## config.mk

```make
export PLATFORM = sky130hd
export DESIGN_NAME = reg_xfer_seq
export DESIGN_NICKNAME = d
export VERILOG_FILES = /design/src/rtl/reg_xfer_seq.sv
export SDC_FILE = /design/constraint.sdc
export NUM_CORES = 1
export LEC_CHECK = 0
export ABC_CLOCK_PERIOD_IN_PS = 2750
export BUFFER_PORTS_ARGS = -buffer_cell sky130_fd_sc_hd__buf_2
export CAP_MARGIN = 0
export CELL_PAD_IN_SITES_DETAIL_PLACEMENT = 1
export CELL_PAD_IN_SITES_GLOBAL_PLACEMENT = 2
export CORE_AREA = 5 5 70 72
export CTS_CLUSTER_DIAMETER = 120
export CTS_CLUSTER_SIZE = 20
export DETAILED_ROUTE_END_ITERATION = 7
export DIE_AREA = 0 0 75 77
export HOLD_SLACK_MARGIN = 0.06
export PLACE_DENSITY = 0.87
export SLEW_MARGIN = 20
export SYNTH_ARGS = -nofsm -noshare
export SYNTH_HDL_FRONTEND = slang
export SYNTH_SLANG_ARGS = --single-unit
```

## constraint.sdc

```tcl
create_clock -name CLK -period 2.75 [get_ports CLK]
set_clock_uncertainty 0.2 [all_clocks]
set_input_delay 0.275 -clock CLK [delete_from_list [all_inputs] [get_ports CLK]]
set_output_delay 0.275 -clock CLK [all_outputs]
set_load 0.05 [all_outputs]
```

## src/rtl/reg_xfer_seq.sv

```systemverilog
// rtl/reg_xfer_seq.sv - register transfer sequencer (MOV / ALU) driving shared-bus asserts and register loads
// Optional build macro: REG_XFER_SEQ_STRETCH_EN (two-cycle SETUP for slower bus settling).
module reg_xfer_seq #(
   parameter int DELAY_RISE = 0,
   parameter int DELAY_FALL = 0
) (
   input  logic       CLK,
   input  logic       RST_bar,
   input  logic       REQ,
   input  logic [1:0] OP,
   input  logic [1:0] SRC,
   input  logic [1:0] SRC_B,
   input  logic [1:0] DST,
   output logic [3:0] ASSERT_MAIN_bar,
   output logic [3:0] ASSERT_LHS_bar,
   output logic [3:0] ASSERT_RHS_bar,
   output logic [3:0] LOAD,
   output logic       ALU_ASSERT_MAIN_bar,
   output logic       BUSY,
   output logic       ACK,
   output logic       ERR
);

   // Rise/fall delays annotate the timing model only; the logic ignores them.
   if (DELAY_RISE < 0 || DELAY_FALL < 0) begin : g_negative_delay
   end

`ifdef REG_XFER_SEQ_STRETCH_EN
   localparam logic SETUP_EXTRA = 1'b1;
`else
   localparam logic SETUP_EXTRA = 1'b0;
`endif

   typedef enum logic [1:0] {S_IDLE, S_SETUP, S_LOAD, S_HOLD} state_t;

   typedef struct packed {
      logic [3:0] main_n;
      logic [3:0] lhs_n;
      logic [3:0] rhs_n;
      logic       alu_n;
   } en_t;

   localparam en_t EN_IDLE = '{main_n: 4'hF, lhs_n: 4'hF, rhs_n: 4'hF, alu_n: 1'b1};

   function automatic en_t f_enables(input logic is_alu, input logic [1:0] src,
                                     input logic [1:0] src_b, input logic [1:0] dst);
      en_t e;
      e = EN_IDLE;
      if (is_alu) begin
         e.lhs_n = ~(4'b0001 << src);
         e.rhs_n = ~(4'b0001 << src_b);
         e.alu_n = 1'b0;
      end else if (src != dst) begin
         e.main_n = ~(4'b0001 << src);
      end
      return e;
   endfunction

   // A MOV onto itself keeps its timing slot but touches nothing.
   function automatic logic [3:0] f_load(input logic is_alu, input logic [1:0] src,
                                         input logic [1:0] dst);
      if (!is_alu && src == dst) return 4'h0;
      return 4'b0001 << dst;
   endfunction

   state_t     r_state;
   logic       r_is_alu;
   logic [1:0] r_src;
   logic [1:0] r_src_b;
   logic [1:0] r_dst;
   logic       r_setup_extra;
   en_t        r_en;
   logic [3:0] r_load;
   logic       r_busy;
   logic       r_ack;
   logic       r_err;

   logic w_is_alu;
   logic w_op_valid;
   logic w_hazard;
   logic w_accept;
   logic w_reject;

   assign w_is_alu   = (OP == 2'b01);
   assign w_op_valid = (OP[1] == 1'b0);
   // ALU writing one of its own operands would loop through the transparent latch.
   assign w_hazard   = w_is_alu && (DST == SRC || DST == SRC_B);
   assign w_accept   = REQ && w_op_valid && !w_hazard;
   assign w_reject   = REQ && (!w_op_valid || w_hazard);

   always_ff @(posedge CLK) begin
      if (!RST_bar) begin
         r_state       <= S_IDLE;
         r_is_alu      <= 1'b0;
         r_src         <= 2'd0;
         r_src_b       <= 2'd0;
         r_dst         <= 2'd0;
         r_setup_extra <= 1'b0;
         r_en          <= EN_IDLE;
         r_load        <= 4'h0;
         r_busy        <= 1'b0;
         r_ack         <= 1'b0;
         r_err         <= 1'b0;
      end else begin
         r_ack  <= 1'b0;
         r_err  <= 1'b0;
         r_load <= 4'h0;
         case (r_state)
            S_IDLE: begin
               r_en   <= EN_IDLE;
               r_busy <= 1'b0;
               if (w_accept) begin
                  r_state       <= S_SETUP;
                  r_is_alu      <= w_is_alu;
                  r_src         <= SRC;
                  r_src_b       <= SRC_B;
                  r_dst         <= DST;
                  r_setup_extra <= SETUP_EXTRA;
                  r_busy        <= 1'b1;
                  r_en          <= f_enables(w_is_alu, SRC, SRC_B, DST);
               end else if (w_reject) begin
                  r_err <= 1'b1;
               end
            end
            S_SETUP: begin
               r_en <= f_enables(r_is_alu, r_src, r_src_b, r_dst);
               if (r_setup_extra) begin
                  r_setup_extra <= 1'b0;
               end else begin
                  r_state <= S_LOAD;
                  r_load  <= f_load(r_is_alu, r_src, r_dst);
               end
            end
            S_LOAD: begin
               r_en    <= f_enables(r_is_alu, r_src, r_src_b, r_dst);
               r_state <= S_HOLD;
               r_ack   <= 1'b1;
            end
            S_HOLD: begin
               r_en    <= EN_IDLE;
               r_busy  <= 1'b0;
               r_state <= S_IDLE;
            end
            default: r_state <= S_IDLE;
         endcase
      end
   end

   assign ASSERT_MAIN_bar     = r_en.main_n;
   assign ASSERT_LHS_bar      = r_en.lhs_n;
   assign ASSERT_RHS_bar      = r_en.rhs_n;
   assign ALU_ASSERT_MAIN_bar = r_en.alu_n;
   assign LOAD                = r_load;
   assign BUSY                = r_busy;
   assign ACK                 = r_ack;
   assign ERR                 = r_err;

endmodule

```

Word-level counts from Yosys, hierarchy flattened

Cells that the tools add are included.

Flip-flop bits (word level): 30
Input port bits: 11

Equality and inequality tests: 11
Shifts and indexed selects: 5
Muxes and demuxes: 23
Bitwise gates (word level): 8
Reductions and logical operators: 18

Operators with widths:

| operator                                                          | number |
|---|---|
| 13-bit one-hot mux with 3 select lines                            | 1 |
| 4-bit 2-to-1 mux                                                  | 6 |
| 1-bit by 2-bit left shift with 4-bit output, first input constant | 5 |
| 9-bit 2-to-1 mux                                                  | 2 |
| 4-bit NOT                                                         | 4 |
| 13-bit 2-to-1 mux                                                 | 1 |
| 1-bit 2-to-1 mux                                                  | 8 |
| 2-bit one-hot mux with 4 select lines                             | 1 |
| 2-bit == test                                                     | 3 |
| 2-bit AND reduction                                               | 3 |
| 3-bit OR reduction                                                | 2 |
| 1-bit logical AND                                                 | 5 |
| 2-bit by 1-bit == test with 1-bit output, second input constant   | 2 |
| 2-bit == test, second input constant                              | 2 |
| 2-bit 2-to-1 mux                                                  | 2 |
| 2-bit inequality test                                             | 2 |
| 2-bit inequality test, second input constant                      | 2 |
| 1-bit NOT                                                         | 4 |
| 1-bit one-hot mux with 2 select lines                             | 2 |
| 2-bit nonzero test                                                | 2 |
| 1-bit zero test                                                   | 2 |
| 2-bit zero test                                                   | 1 |
| 1-bit logical OR                                                  | 2 |
| 2-bit OR reduction                                                | 1 |

Longest topological paths before layout

Word-level depth: 7
Gate-level depth with buffers: 6
Gate-level depth less buffers: 6

Worst setup path before layout

No wires, ideal clock.

Kind: flip-flop to flip-flop
From: register r_state[0]
To: register r_en, in the netlist ASSERT_RHS_bar[0]
Library setup time: 0.140 ns
Arrival time: 1.239 ns
Required time: 2.410 ns
Path slack: 1.171 ns
Stages on the path, launching flop included: 6
Period minus slack after synthesis: 1.579 ns
Cell sequence: dfxtp_1 inv_1 ha_1 buf_1 a21boi_0 nand3_1

Longest elaborated chain between the ends: 3
Elaborated cells between the ends (all ways): 6
Those cells by class: eq/ne: 3; mux: 1; reduce/logical: 2

RTL lines:

| element                                                                   | line | RTL |
|---|---|---|
| start: declaration                                                        | 66   | `state_t r_state;` |
| start signal: assignment                                                  | 93   | `r_state <= S_IDLE;` |
| start signal: assignment                                                  | 113  | `r_state <= S_SETUP;` |
| start signal: assignment                                                  | 130  | `r_state <= S_LOAD;` |
| 2-bit == test or 2-bit by 1-bit == test with 1-bit output (tied branches) | 108  | `case (r_state)` |
| 2-bit OR reduction (no source line)                                       | n/a  |  |
| 13-bit one-hot mux with 3 select lines *                                  | 108  |  |
| end signal: assignment                                                    | 120  | `r_en <= f_enables(w_is_alu, SRC, SRC_B, DST);` |
| end signal: assignment                                                    | 126  | `r_en <= f_enables(r_is_alu, r_src, r_src_b, r_dst);` |
| end signal: assignment                                                    | 135  | `r_en <= f_enables(r_is_alu, r_src, r_src_b, r_dst);` |
| end: declaration                                                          | 72   | `en_t r_en;` |

Every way passes the cells marked *; elsewhere a longest branch is shown, timed or not.
A chain may end at the register's enable or synchronous reset.

Worst setup path after layout

From: input REQ
To: register r_en, in the netlist ASSERT_MAIN_bar[1]

Longest elaborated chain between the ends: 4

RTL lines:

| element                                | line | RTL |
|---|---|---|
| start: declaration                     | 9    | `input logic REQ,` |
| 1-bit logical AND (2 in a row)         | 88   | `assign w_accept = REQ && w_op_valid && !w_hazard;` |
| 13-bit 2-to-1 mux                      | 112  | `if (w_accept) begin` |
| 13-bit one-hot mux with 3 select lines | 108  |  |

No other way between the ends.

==> results_dict.tcl <==
set metrics [dict create \
    timing.max_cap.violations 0 \
    clkSinkCount 29 \
    worst-path-max-fanout 4 \
    initial_utilization_pct 31.2 \
    met3_usage_pct 4.58 \
    timing.max_slew.rel_slack_pct 66.3 \
    synth_most_common_cell "sky130_fd_sc_hd__dfxtp_1" \
    synth_largest_area_cell "sky130_fd_sc_hd__dfxtp_1" \
    achievable_freq_ghz 0.511 \
    criticalPathCategory "in2reg" \
    power_leakage_nw 0.712 \
    finalHoldViolations 0 \
    synth_edf_count 0 \
    detail_route.iter0.violations 67 \
    crit_arrival_ps 1900 \
    cts.root.buffer_cell "sky130_fd_sc_hd__clkbuf_8" \
    placed_inst_area_um2 1530 \
    worst_reg_to_reg_setup_slack_ps 830 \
    viasPerCell 4.96 \
    timing.reg2reg.worst_path_depth 5 \
    finalSetupViolations 0 \
    worst_ir_drop_vdd_mv 0.456 \
    grt_use_met1_pct 16.0 \
    detailedPlacementHpwl_um 2660 \
    critical_register_to_register_path_startpoint "r_state[0]$_SDFFE_PN0P_" \
    postCtsSetupRepairBufs 0 \
    cts_tree "yes" \
    post_synth_num_cell_types 33 \
    whs_path_depth 3 \
    synth-seq-cells 29 \
    final_layout_size_suffix_gt1_share_pct 22.3 \
    worst_r2r_endpoint "ASSERT_RHS_bar[2]$_SDFF_PN1_" \
    floorplan.die_area_um2 5780 \
    die_y_um 77 \
    setup.worst_path.start_class "primary input" \
    globalRouteOverflowTotal 0 \
    layout-area-overhead-vs-synth_pct 24.9 \
    worstHoldEndpoint "r_src[0]$_SDFFE_PN0P_" \
    synthesis.nets 167 \
    initial_antenna_violation_count 0 \
    yosys.area.top_type_share_pct 43.9 \
    powerDensity_nw_per_um2 1000 \
    cts_max_path_buffers 2 \
    grt.total_usage_pct 13.4 \
    num_rows 24 \
    setup.worst_path.end_class "flop" \
    yosysSeqAreaShare_pct 43.9 \
    htree_levels 2 \
    netlist_top_cells_area "sky130_fd_sc_hd__dfxtp_1, sky130_fd_sc_hd__nand2_1, sky130_fd_sc_hd__mux2i_1" \
    met2_usage_pct 21.4 \
    drt_first_pass_iters 4 \
    worstSkewPairLatency_ps 290 \
    dr_total_vias 1190 \
    grt-busiest-layer "met2" \
    mappedNetlistArea_um2 1320 \
    final_cell_area_um2 1650 \
    timing.final.max_slew_violations 0 \
    ys.flop_type "sky130_fd_sc_hd__dfxtp_1" \
    dieWidth_um 75 \
    tightestPinTransition_ps 501 \
    residual_antenna_violating_net_count_after_detailed_routing 0 \
    grt_start_max_net_pins 17 \
    ys_warn_count 0 \
    finalWirelength_um 3440 \
    synthesis.area_per_instance_um2 8.76 \
    finalSetupTns_ps 0 \
    clkTransAtPathRegs_ps 70 \
    drc 0 \
    rsz0062_at_grt "false" \
    ios 31 \
    hold_path_class "in2reg" \
    hold_start "SRC[0]" \
    mean_routed_wirelength_per_cell_um 14.3 \
    wire_length_of_the_first_global_routing_pass_um 5870 \
    synthCells 151 \
    core-area_um2 4230 \
    tritoncts.num_buffers 5 \
    place.port_buffers 30 \
    fin_total_pwr_mw 1.66 \
    outcome "completed" \
    first_global_vias 1239 \
    worst-endpoint-required_ps 2690 \
    synth_async_sr_flop_share_pct 0 \
    synth.cells.most_frequent "sky130_fd_sc_hd__dfxtp_1, sky130_fd_sc_hd__nand2_1, sky130_fd_sc_hd__o21ai_0, sky130_fd_sc_hd__inv_1, sky130_fd_sc_hd__nand3_1" \
    gpl.final_weighted_congestion 0.818 \
    post-route-min-period_ps 1960 \
    layout.nets 203 \
    antennaDiodeCount 0 \
    final_min_period_over_clock_period_pct 71.1 \
    start_point_of_the_critical_path "REQ" \
]
[cells in the final DEF, fill, tap and decap left out, drive strengths merged, types with 2 or more instances in the layout]
cell type	n
clkbuf	7
nand4	4
nor2b	3
inv	9
nand2	28
nor2	5
nand3	9
and3b	2
o22ai	2
a21oi	2
mux2i	8
dfxtp	29
ha	5
o211ai	2
o21ai	16
buf	31
a21boi	3
xor2	6
dlygate4sd3	2
nand2b	2
[flip-flops by register name, indices dropped and copies added, names as in the netlist]
register and flops:
ACK 1, ALU_ASSERT_MAIN_bar 1, ASSERT_LHS_bar 4, ASSERT_MAIN_bar 4
ASSERT_RHS_bar 4, BUSY 1, ERR 1, LOAD 4
r_dst 2, r_is_alu 1, r_src 2, r_src_b 2
r_state 2
[stage by stage]
step                      hold slack (ps)  util, %  setup slack (ps)  instances
after floorplan                       201        -              1170        151
after global placement                267     36.1               968        230
after detailed placement              263     36.1               820        230
after CTS                            81.9     39.0               797        240
after global routing                 93.4     39.0               624        240
final                                84.3     39.0               795        240
[final cells by class]
type                    count  area [um^2]
fillers                   519         2580
multi-input cells         109          693
flip-flops and latches     29          581
repair buffers             33          178
clock buffers               7         96.3
well taps                  52         65.1
inverters                   9         33.8
clock inverters             1         5.00
[worst max-delay path: stages]
cell,delay [ps]
sky130_fd_sc_hd__dlygate4sd3_1,520
sky130_fd_sc_hd__buf_2,110
sky130_fd_sc_hd__nor2b_1,270
sky130_fd_sc_hd__o211ai_1,130
sky130_fd_sc_hd__a21boi_0,450
sky130_fd_sc_hd__nand3_1,140
[what timing repair did]
item | 4_1_cts | 5_1_grt
resized for setup | 0 | 0
endpoints found under the hold margin | 1 | 0
hold buffers | 2 | 0
[worst max-delay path by stage]
stage / endpoint / slack (ps) / depth (start not counted)
finish: ASSERT_MAIN_bar[1]$_SDFF_PN1_ / 790 / 6
global route: ASSERT_MAIN_bar[1]$_SDFF_PN1_ / 620 / 6
CTS: ASSERT_MAIN_bar[0]$_SDFF_PN1_ / 800 / 6
detailed placement: ASSERT_RHS_bar[2]$_SDFF_PN1_ / 820 / 5
global placement: ASSERT_MAIN_bar[2]$_SDFF_PN1_ / 970 / 5
floorplan: ASSERT_RHS_bar[0]$_SDFF_PN1_ / 1170 / 5
[report_power, final]
group          internal [mW]  switching [mW]  total, mW
Sequential             0.502          0.0423      0.544
Clock                  0.226           0.164      0.390
Combinational          0.208           0.516      0.724
Total                  0.936           0.722       1.66
[cell families after synthesis]
logic type	synth area share (%)
AO/OA/AOI/OAI	17.8
multiplexers	6.06
buffers and inverters	3.69
XOR/XNOR	3.97
adder cells (fa/ha/maj)	4.73
AND/OR/NAND/NOR	19.9
flip-flops	43.9
[per-layer routing]
metal | vias to the layer above | routed length, um
met1 | 557 | 1510
li1 | 598 | -
met3 | 7 | 249
met5 | - | 0
met4 | 0 | 63
met2 | 28 | 1620
(Power assumes the default switching activity.)
